--- config.mk ---
export PLATFORM = sky130hd
export DESIGN_NAME = kyogenrv_uart_rx_avs
export DESIGN_NICKNAME = d
export VERILOG_FILES = /design/src/rtl/kyogenrv_uart_pkg.sv /design/src/rtl/kyogenrv_sync_fifo.sv /design/src/rtl/kyogenrv_uart_rx_avs.sv
export SDC_FILE = /design/constraint.sdc
export NUM_CORES = 1
export LEC_CHECK = 0
export CORE_ASPECT_RATIO = 2
export CORE_MARGIN = 4
export CORE_UTILIZATION = 40
export DETAILED_ROUTE_END_ITERATION = 7
export SYNTH_ARGS = -nofsm -noshare
export SYNTH_HDL_FRONTEND = slang
export SYNTH_SLANG_ARGS = --single-unit
export TNS_END_PERCENT = 5
--- constraint.sdc ---
create_clock -name clk -period 6.2 [get_ports clk]
set_clock_uncertainty 0.1 [all_clocks]
set_input_delay 1.24 -clock clk [delete_from_list [all_inputs] [get_ports clk]]
set_output_delay 1.24 -clock clk [all_outputs]
set_load 0.1 [all_outputs]
--- src/rtl/kyogenrv_uart_pkg.sv ---
// kyogenrv_uart_pkg
// Shared definitions for the KyogenRV UART receive port: Avalon register
// word addresses, STATUS bit positions and the receiver FSM state type.
// Optional feature macro: KYOGEN_UART_RX_PARITY_EN (adds the PARITY state).
package kyogenrv_uart_pkg;

   // Register window (word addresses)
   localparam logic [1:0] REG_DATA   = 2'd0;
   localparam logic [1:0] REG_STATUS = 2'd1;
   localparam logic [1:0] REG_CTRL   = 2'd2;

   // STATUS bit positions
   localparam int STAT_NOT_EMPTY  = 0;
   localparam int STAT_FULL       = 1;
   localparam int STAT_OVERRUN    = 2;
   localparam int STAT_FRAME_ERR  = 3;
   localparam int STAT_PARITY_ERR = 4;
   localparam int STAT_COUNT_LSB  = 8;

   // DATA register: byte valid flag position
   localparam int DATA_VALID = 8;

`ifdef KYOGEN_UART_RX_PARITY_EN
   typedef enum logic [2:0] {S_IDLE, S_START, S_DATA, S_PARITY, S_STOP} rx_state_e;
`else
   typedef enum logic [2:0] {S_IDLE, S_START, S_DATA, S_STOP} rx_state_e;
`endif

endpackage

--- src/rtl/kyogenrv_sync_fifo.sv ---
// kyogenrv_sync_fifo
// Single-clock FIFO with combinational head read (rdata = entry at head).
// Ports:
//   clk, rst_n   clock, synchronous active-low reset
//   push, wdata  write request / data (accepted when not full, or when a
//                pop happens in the same cycle)
//   pop, rdata   read request / head data (pop ignored when empty)
//   full, empty  flags
//   count        number of stored entries (0..DEPTH)
module kyogenrv_sync_fifo #(
   parameter int WIDTH = 8,
   parameter int DEPTH = 16,
   localparam int AW = $clog2(DEPTH),
   localparam int CW = AW + 1
) (
   input  logic             clk,
   input  logic             rst_n,
   input  logic             push,
   input  logic             pop,
   input  logic [WIDTH-1:0] wdata,
   output logic [WIDTH-1:0] rdata,
   output logic             full,
   output logic             empty,
   output logic [CW-1:0]    count
);

   logic [WIDTH-1:0] mem [DEPTH];
   logic [AW-1:0]    wr_ptr;
   logic [AW-1:0]    rd_ptr;
   logic             pop_ok;
   logic             push_ok;

   assign empty   = (count == '0);
   assign full    = (count == CW'(DEPTH));
   assign pop_ok  = pop & ~empty;
   // When full, a simultaneous pop frees the head slot, so the push lands there.
   assign push_ok = push & (~full | pop_ok);
   assign rdata   = mem[rd_ptr];

   always_ff @(posedge clk) begin
      if (push_ok) mem[wr_ptr] <= wdata;
   end

   always_ff @(posedge clk) begin
      if (!rst_n) begin
         wr_ptr <= '0;
         rd_ptr <= '0;
         count  <= '0;
      end else begin
         if (push_ok) wr_ptr <= wr_ptr + 1'b1;
         if (pop_ok)  rd_ptr <= rd_ptr + 1'b1;
         case ({push_ok, pop_ok})
            2'b10:   count <= count + 1'b1;
            2'b01:   count <= count - 1'b1;
            default: ;
         endcase
      end
   end

endmodule

--- src/rtl/kyogenrv_uart_rx_avs.sv ---
// kyogenrv_uart_rx_avs
// Avalon-MM responder for a receive-only UART channel. Serial bytes are
// deserialized, queued in a FIFO and read through a 4-word register window.
// Ports:
//   clk, rst_n            clock, synchronous active-low reset
//   avs_address/read/write/writedata   Avalon-MM request (no waitrequest)
//   avs_readdata, avs_readdatavalid    registered response, latency 1
//   uart_rxd              asynchronous serial input, idle high
//   irq                   registered level interrupt
// Optional feature macro: KYOGEN_UART_RX_PARITY_EN (even parity before STOP).
module kyogenrv_uart_rx_avs
   import kyogenrv_uart_pkg::*;
#(
   parameter int CLK_HZ     = 50000000,
   parameter int BAUD       = 115200,
   parameter int FIFO_DEPTH = 16
) (
   input  logic        clk,
   input  logic        rst_n,
   input  logic [1:0]  avs_address,
   input  logic        avs_read,
   input  logic        avs_write,
   input  logic [31:0] avs_writedata,
   output logic [31:0] avs_readdata,
   output logic        avs_readdatavalid,
   input  logic        uart_rxd,
   output logic        irq
);

   localparam int DIV  = (CLK_HZ + BAUD / 2) / BAUD;
   localparam int HALF = DIV / 2;
   localparam int CW   = $clog2(DIV + 1);
   localparam int FCW  = $clog2(FIFO_DEPTH) + 1;

   // Input synchronizer plus one history flop for falling-edge detection
   logic rx_meta, rx_sync, rx_prev;

   always_ff @(posedge clk) begin
      if (!rst_n) begin
         rx_meta <= 1'b1;
         rx_sync <= 1'b1;
         rx_prev <= 1'b1;
      end else begin
         rx_meta <= uart_rxd;
         rx_sync <= rx_meta;
         rx_prev <= rx_sync;
      end
   end

   // Receiver FSM
   rx_state_e       state;
   logic [CW-1:0]   cnt;
   logic [2:0]      bit_idx;
   logic [7:0]      shreg;
   logic            push_byte;
   logic            frame_set;
`ifdef KYOGEN_UART_RX_PARITY_EN
   logic            par_bad;
   logic            par_set;
`endif

   always_ff @(posedge clk) begin
      if (!rst_n) begin
         state     <= S_IDLE;
         cnt       <= '0;
         bit_idx   <= '0;
         shreg     <= '0;
         push_byte <= 1'b0;
         frame_set <= 1'b0;
`ifdef KYOGEN_UART_RX_PARITY_EN
         par_bad   <= 1'b0;
         par_set   <= 1'b0;
`endif
      end else begin
         push_byte <= 1'b0;
         frame_set <= 1'b0;
`ifdef KYOGEN_UART_RX_PARITY_EN
         par_set   <= 1'b0;
`endif
         case (state)
            S_IDLE: begin
               // Only a fresh high-to-low transition arms the receiver
               if (rx_prev & ~rx_sync) begin
                  cnt   <= CW'(HALF - 1);
                  state <= S_START;
               end
            end
            S_START: begin
               if (cnt != '0) cnt <= cnt - 1'b1;
               else if (!rx_sync) begin
                  cnt     <= CW'(DIV - 1);
                  bit_idx <= '0;
                  state   <= S_DATA;
               end else begin
                  state <= S_IDLE;   // glitch, not a start bit
               end
            end
            S_DATA: begin
               if (cnt != '0) cnt <= cnt - 1'b1;
               else begin
                  shreg   <= {rx_sync, shreg[7:1]};   // LSB first
                  cnt     <= CW'(DIV - 1);
                  bit_idx <= bit_idx + 1'b1;
                  if (bit_idx == 3'd7) begin
`ifdef KYOGEN_UART_RX_PARITY_EN
                     state <= S_PARITY;
`else
                     state <= S_STOP;
`endif
                  end
               end
            end
`ifdef KYOGEN_UART_RX_PARITY_EN
            S_PARITY: begin
               if (cnt != '0) cnt <= cnt - 1'b1;
               else begin
                  // even parity: data bits xor parity bit must be 0
                  par_bad <= rx_sync ^ (^shreg);
                  par_set <= rx_sync ^ (^shreg);
                  cnt     <= CW'(DIV - 1);
                  state   <= S_STOP;
               end
            end
`endif
            S_STOP: begin
               if (cnt != '0) cnt <= cnt - 1'b1;
               else begin
`ifdef KYOGEN_UART_RX_PARITY_EN
                  if (rx_sync) push_byte <= ~par_bad;
`else
                  if (rx_sync) push_byte <= 1'b1;
`endif
                  else frame_set <= 1'b1;
                  state <= S_IDLE;
               end
            end
            default: state <= S_IDLE;
         endcase
      end
   end

   // FIFO
   logic [7:0]     fifo_rdata;
   logic           fifo_full;
   logic           fifo_empty;
   logic [FCW-1:0] fifo_count;
   logic           pop_req;

   assign pop_req = avs_read & (avs_address == REG_DATA);

   // shreg is stable while push_byte is high (FSM sits in IDLE)
   kyogenrv_sync_fifo #(
      .WIDTH (8),
      .DEPTH (FIFO_DEPTH)
   ) u_fifo (
      .clk   (clk),
      .rst_n (rst_n),
      .push  (push_byte),
      .pop   (pop_req),
      .wdata (shreg),
      .rdata (fifo_rdata),
      .full  (fifo_full),
      .empty (fifo_empty),
      .count (fifo_count)
   );

   // Register file
   logic        ie;
   logic        overrun;
   logic        frame_err;
   logic        parity_err;
   logic        overrun_set;
   logic        status_wr;
   logic [8:0]  count9;
   logic [31:0] status_word;
   logic [31:0] rd_mux;
   logic        unused_bits;

   assign overrun_set = push_byte & fifo_full & ~(pop_req & ~fifo_empty);
   assign status_wr   = avs_write & (avs_address == REG_STATUS);
   assign count9      = 9'(fifo_count);
   assign unused_bits = ^{avs_writedata[31:5], avs_writedata[1], count9[8]};

`ifndef KYOGEN_UART_RX_PARITY_EN
   assign parity_err = 1'b0;
`endif

   always_comb begin
      status_word = '0;
      status_word[STAT_NOT_EMPTY]               = ~fifo_empty;
      status_word[STAT_FULL]                    = fifo_full;
      status_word[STAT_OVERRUN]                 = overrun;
      status_word[STAT_FRAME_ERR]               = frame_err;
      status_word[STAT_PARITY_ERR]              = parity_err;
      status_word[STAT_COUNT_LSB +: 8]          = count9[7:0];
   end

   always_comb begin
      rd_mux = '0;
      case (avs_address)
         REG_DATA: if (!fifo_empty) begin
            rd_mux[7:0]        = fifo_rdata;
            rd_mux[DATA_VALID] = 1'b1;
         end
         REG_STATUS: rd_mux    = status_word;
         REG_CTRL:   rd_mux[0] = ie;
         default:    ;
      endcase
   end

   always_ff @(posedge clk) begin
      if (!rst_n) begin
         avs_readdata      <= '0;
         avs_readdatavalid <= 1'b0;
         ie                <= 1'b0;
         overrun           <= 1'b0;
         frame_err         <= 1'b0;
         irq               <= 1'b0;
      end else begin
         avs_readdatavalid <= avs_read;
         if (avs_read) avs_readdata <= rd_mux;
         if (avs_write && avs_address == REG_CTRL) ie <= avs_writedata[0];
         // W1C; a new error in the same cycle wins over the clear
         if (status_wr && avs_writedata[STAT_OVERRUN])   overrun   <= 1'b0;
         if (overrun_set)                                overrun   <= 1'b1;
         if (status_wr && avs_writedata[STAT_FRAME_ERR]) frame_err <= 1'b0;
         if (frame_set)                                  frame_err <= 1'b1;
         irq <= ie & (~fifo_empty | overrun | frame_err | parity_err);
      end
   end

`ifdef KYOGEN_UART_RX_PARITY_EN
   always_ff @(posedge clk) begin
      if (!rst_n) parity_err <= 1'b0;
      else begin
         if (status_wr && avs_writedata[STAT_PARITY_ERR]) parity_err <= 1'b0;
         if (par_set)                                     parity_err <= 1'b1;
      end
   end
`endif

endmodule

==> results by group <==
Outcome
  – Status: complete, no violations

Global route
  – Grt total ovfl: 0
  – Vias in the first global route: 4847
  – Met3 GRT Util: 2.524%
  – Largest net degree at the start of global routing: 57
  – First-pass GRT wire length: 25960 microns
  – GR Util met1: 16.08%
  – GR peak layer: met2
  – Global Route Usage Sum: 15.19%
  – M2 GR Usage: 28.94%
  – Initial antenna violation count: 0

Power and ir drop
  – LEAKAGE: 0.002996 uW
  – Net Switching: 704.5 uW
  – Power per cell area: 293.2 nW/um^2
  – Sequential group share of total power: 51.4%
  – Int Pwr: 1969 uW
  – Sw frac: 26.35%
  – Worst VDD drop: 0.1823 mV
  – Clk pwr share: 38.7%
  – Logic pwr share: 9.9%

Yosys
  – Yosys top cell by area: edfxtp_1
  – Share of the synthesized area in the top cell type: 47.21%
  – Dominant cells by area after synthesis: edfxtp_1 47%, dfxtp_1 15%, mux4_2 6.1%
  – YS warnings: 0
  – Yosys cell types: 59
  – Yosys reg bits: 190
  – Synthesized instance count: 592
  – Post-synth EDFFs: 128
  – Synthesized area per cell: 13.75 sq um
  – Area of the mapped netlist: 8142 sq um
  – Commonest cells in the synthesized netlist: 128 x edfxtp_1, 62 x dfxtp_1, 45 x nand2_1, 35 x mux2i_1, 28 x and2_1
  – Main synth FF type: edfxtp_1
  – Count leader, synth: edfxtp_1
  – Synth async-reset ratio: 0%
  – Seq/Total Area, Yosys: 62.46%

Critical path
  – Required @ worst endpoint: 6.45 ns
  – Critical Path End Type: flop
  – Crit path arrival time: 4.63 ns
  – Start of the worst register-to-register path: u_fifo.count[0]$_SDFFE_PN0P_
  – Critical-path maximum fanout: 16
  – CP Launch Point: avs_read
  – Critical path class: in2reg
  – CP Launch Type: input port

CTS
  – Clk buf depth: 2
  – Root Driver: clkbuf_16
  – Hold buffer count at cts: 0
  – Sink Count: 190
  – Post_cts resized: 0
  – H-tree Lvls: 4
  – CTS tree: done
  – Total CTS buffers: 17
  – Setup bufs post-CTS: 0
  – Clock transition at path regs: 0.07 ns
  – Worst-Skew Late Latency: 0.42 ns

Floorplanning
  – Die Y-Extent: 209.8 microns
  – Initial core utilization: 40.70%
  – Die width: 108.9 microns
  – CORE AREA: 20000 sq um
  – Die area: 22840 sq um
  – I/O pins: 73
  – Row count: 73

Cells and area
  – Nets: 667
  – P&R area growth vs syn: 12.00%
  – Share of cells above drive strength 1: 11.52%
  – Antenna diode count: 0
  – Non-Filler Instances: 887
  – Core Util, Final: 45.59%

Min path
  – Hold Startpoint: rx_meta$_SDFF_PN1_
  – Hold Path Class: reg2reg

Timing
  – Final min period: 4.378 ns
  – Hold Slack: 0.3175 ns
  – Setup TNS: 0 ns
  – Worst-Margin Slew: 1.121 ns
  – Period utilization: 70.61%
  – Final Hold Viols: 0
  – Max Clock Freq: 228.4 MHz
  – Setup ws final: 1.822 ns
  – RSZ-0062 raised after global routing: false
  – Slew headroom: 24.50%
  – Max Slew Vio Count: 0
  – Final setup fails: 0

Flow run
  – Max Cap Viol: 0

Drt
  – Drt drc: 0
  – WL/cell: 18.45 microns
  – Via count: 4650
  – ANT nets after route: 0
  – Total iterations of the first detailed-routing run: 4
  – Wirelength, routed: 16370 microns
  – DRT iter0 DRCs: 223
  – Drt via density: 5.242

Place
  – Dpl hpwl: 11460 microns
  – Dpl ws: 1.426 ns
  – GPL Wtd Cong: 0.7851
  – Cell count after placement: 855
  – Port Buffers: 24
[state kept, by name (all words and copies together), names as in the netlist, 2 cells and up, named ones only]
signal	flops
shreg	8
u_fifo.wr_ptr	4
bit_idx	3
cnt	9
u_fifo.rd_ptr	4
u_fifo.mem	128
state	2
u_fifo.count	5
avs_readdata	13
[routing by layer]
| metal | routed length [microns] | vias up |
|---|---|---|
| met5 | 0 | - |
| met4 | 341 | 0 |
| met3 | 416 | 19 |
| met2 | 9655 | 90 |
| met1 | 5951 | 2317 |
| li1 | - | 2224 |
[cell usage in the layout, fill, tap and decap left out, types with 5 or more instances in the layout]
master           count
o21ai_0             17
edfxtp_1           128
xnor2_1              7
dfxtp_1             61
nand2_1             45
nor2b_1             15
nor3_1               5
nand2b_1             6
nor2_1              13
clkinv_4             5
clkbuf_16           17
and2_1              28
conb_1              19
inv_1               15
xor2_1               5
a22oi_1             13
nand3_1             11
a21oi_1             17
clkdlybuf4s50_1     24
mux4_2              22
ha_1                16
a21boi_0            22
mux2i_1             35
[layout make-up]
cell class / instances / area (sq um)
Fill cell: 1751 / 10880
Sequential cell: 190 / 5086
Multi-Input combinational cell: 360 / 2808
Clock buffer: 18 / 439.2
Tap cell: 262 / 327.8
Timing Repair Buffer: 28 / 270.3
Clock inverter: 14 / 131.4
Inverter: 15 / 56.30
[power by group through the flow]
stage                     logic (uW)  clock network, uW  registers (uW)
final                            266               1030            1370
after global routing             293               1110            1380
after CTS                        263               1060            1370
after detailed placement         262                  0            1400
after global placement           255                  0            1400
after floorplan                  217                  0            1400
[worst paths after layout]
| path | endpoint | slack [ns] | cells after the start |
|---|---|---|---|
| setup / recovery | u_fifo.count[4]$_SDFFE_PN0P_ | 1.82 | 12 |
| setup reg to reg | u_fifo.count[4]$_SDFFE_PN0P_ | 3.04 | 11 |
| hold reg to reg | rx_sync$_SDFF_PN1_ | 0.32 | 1 |
| hold / removal | rx_sync$_SDFF_PN1_ | 0.32 | 1 |
[critical path: stages]
cell and delay (ns):
clkdlybuf4s50_1 0.77, or3b_4 0.47, a31oi_4 0.30, inv_1 0.13, ha_1 0.32, xor2_1 0.18, ha_1 0.20, a21oi_1 0.26
a32o_1 0.22, a21oi_1 0.05, or3_1 0.31, a21boi_0 0.15
[metrics by stage]
stage | total power, uW | instance area, sq um
after detailed placement | 1663 | 8548
after floorplan | 1620 | 8209
after global routing | 2776 | 9119
final | 2674 | 9119
after CTS | 2696 | 9119
after global placement | 1655 | 8548
[logic make-up after synthesis]
kind of cell / after synthesis / share of synthesized area [%]
AOI/OAI and AO/OA: 102 / 8.898
xor gates and xnor gates: 12 / 1.291
adders and majority gates: 16 / 2.459
buffers and inverters: 60 / 3.888
DFF: 190 / 62.46
muxes: 58 / 10.53
other: 1 / 0.04606
and+or+nand+nor: 153 / 10.43
(Power assumes the default switching activity.)
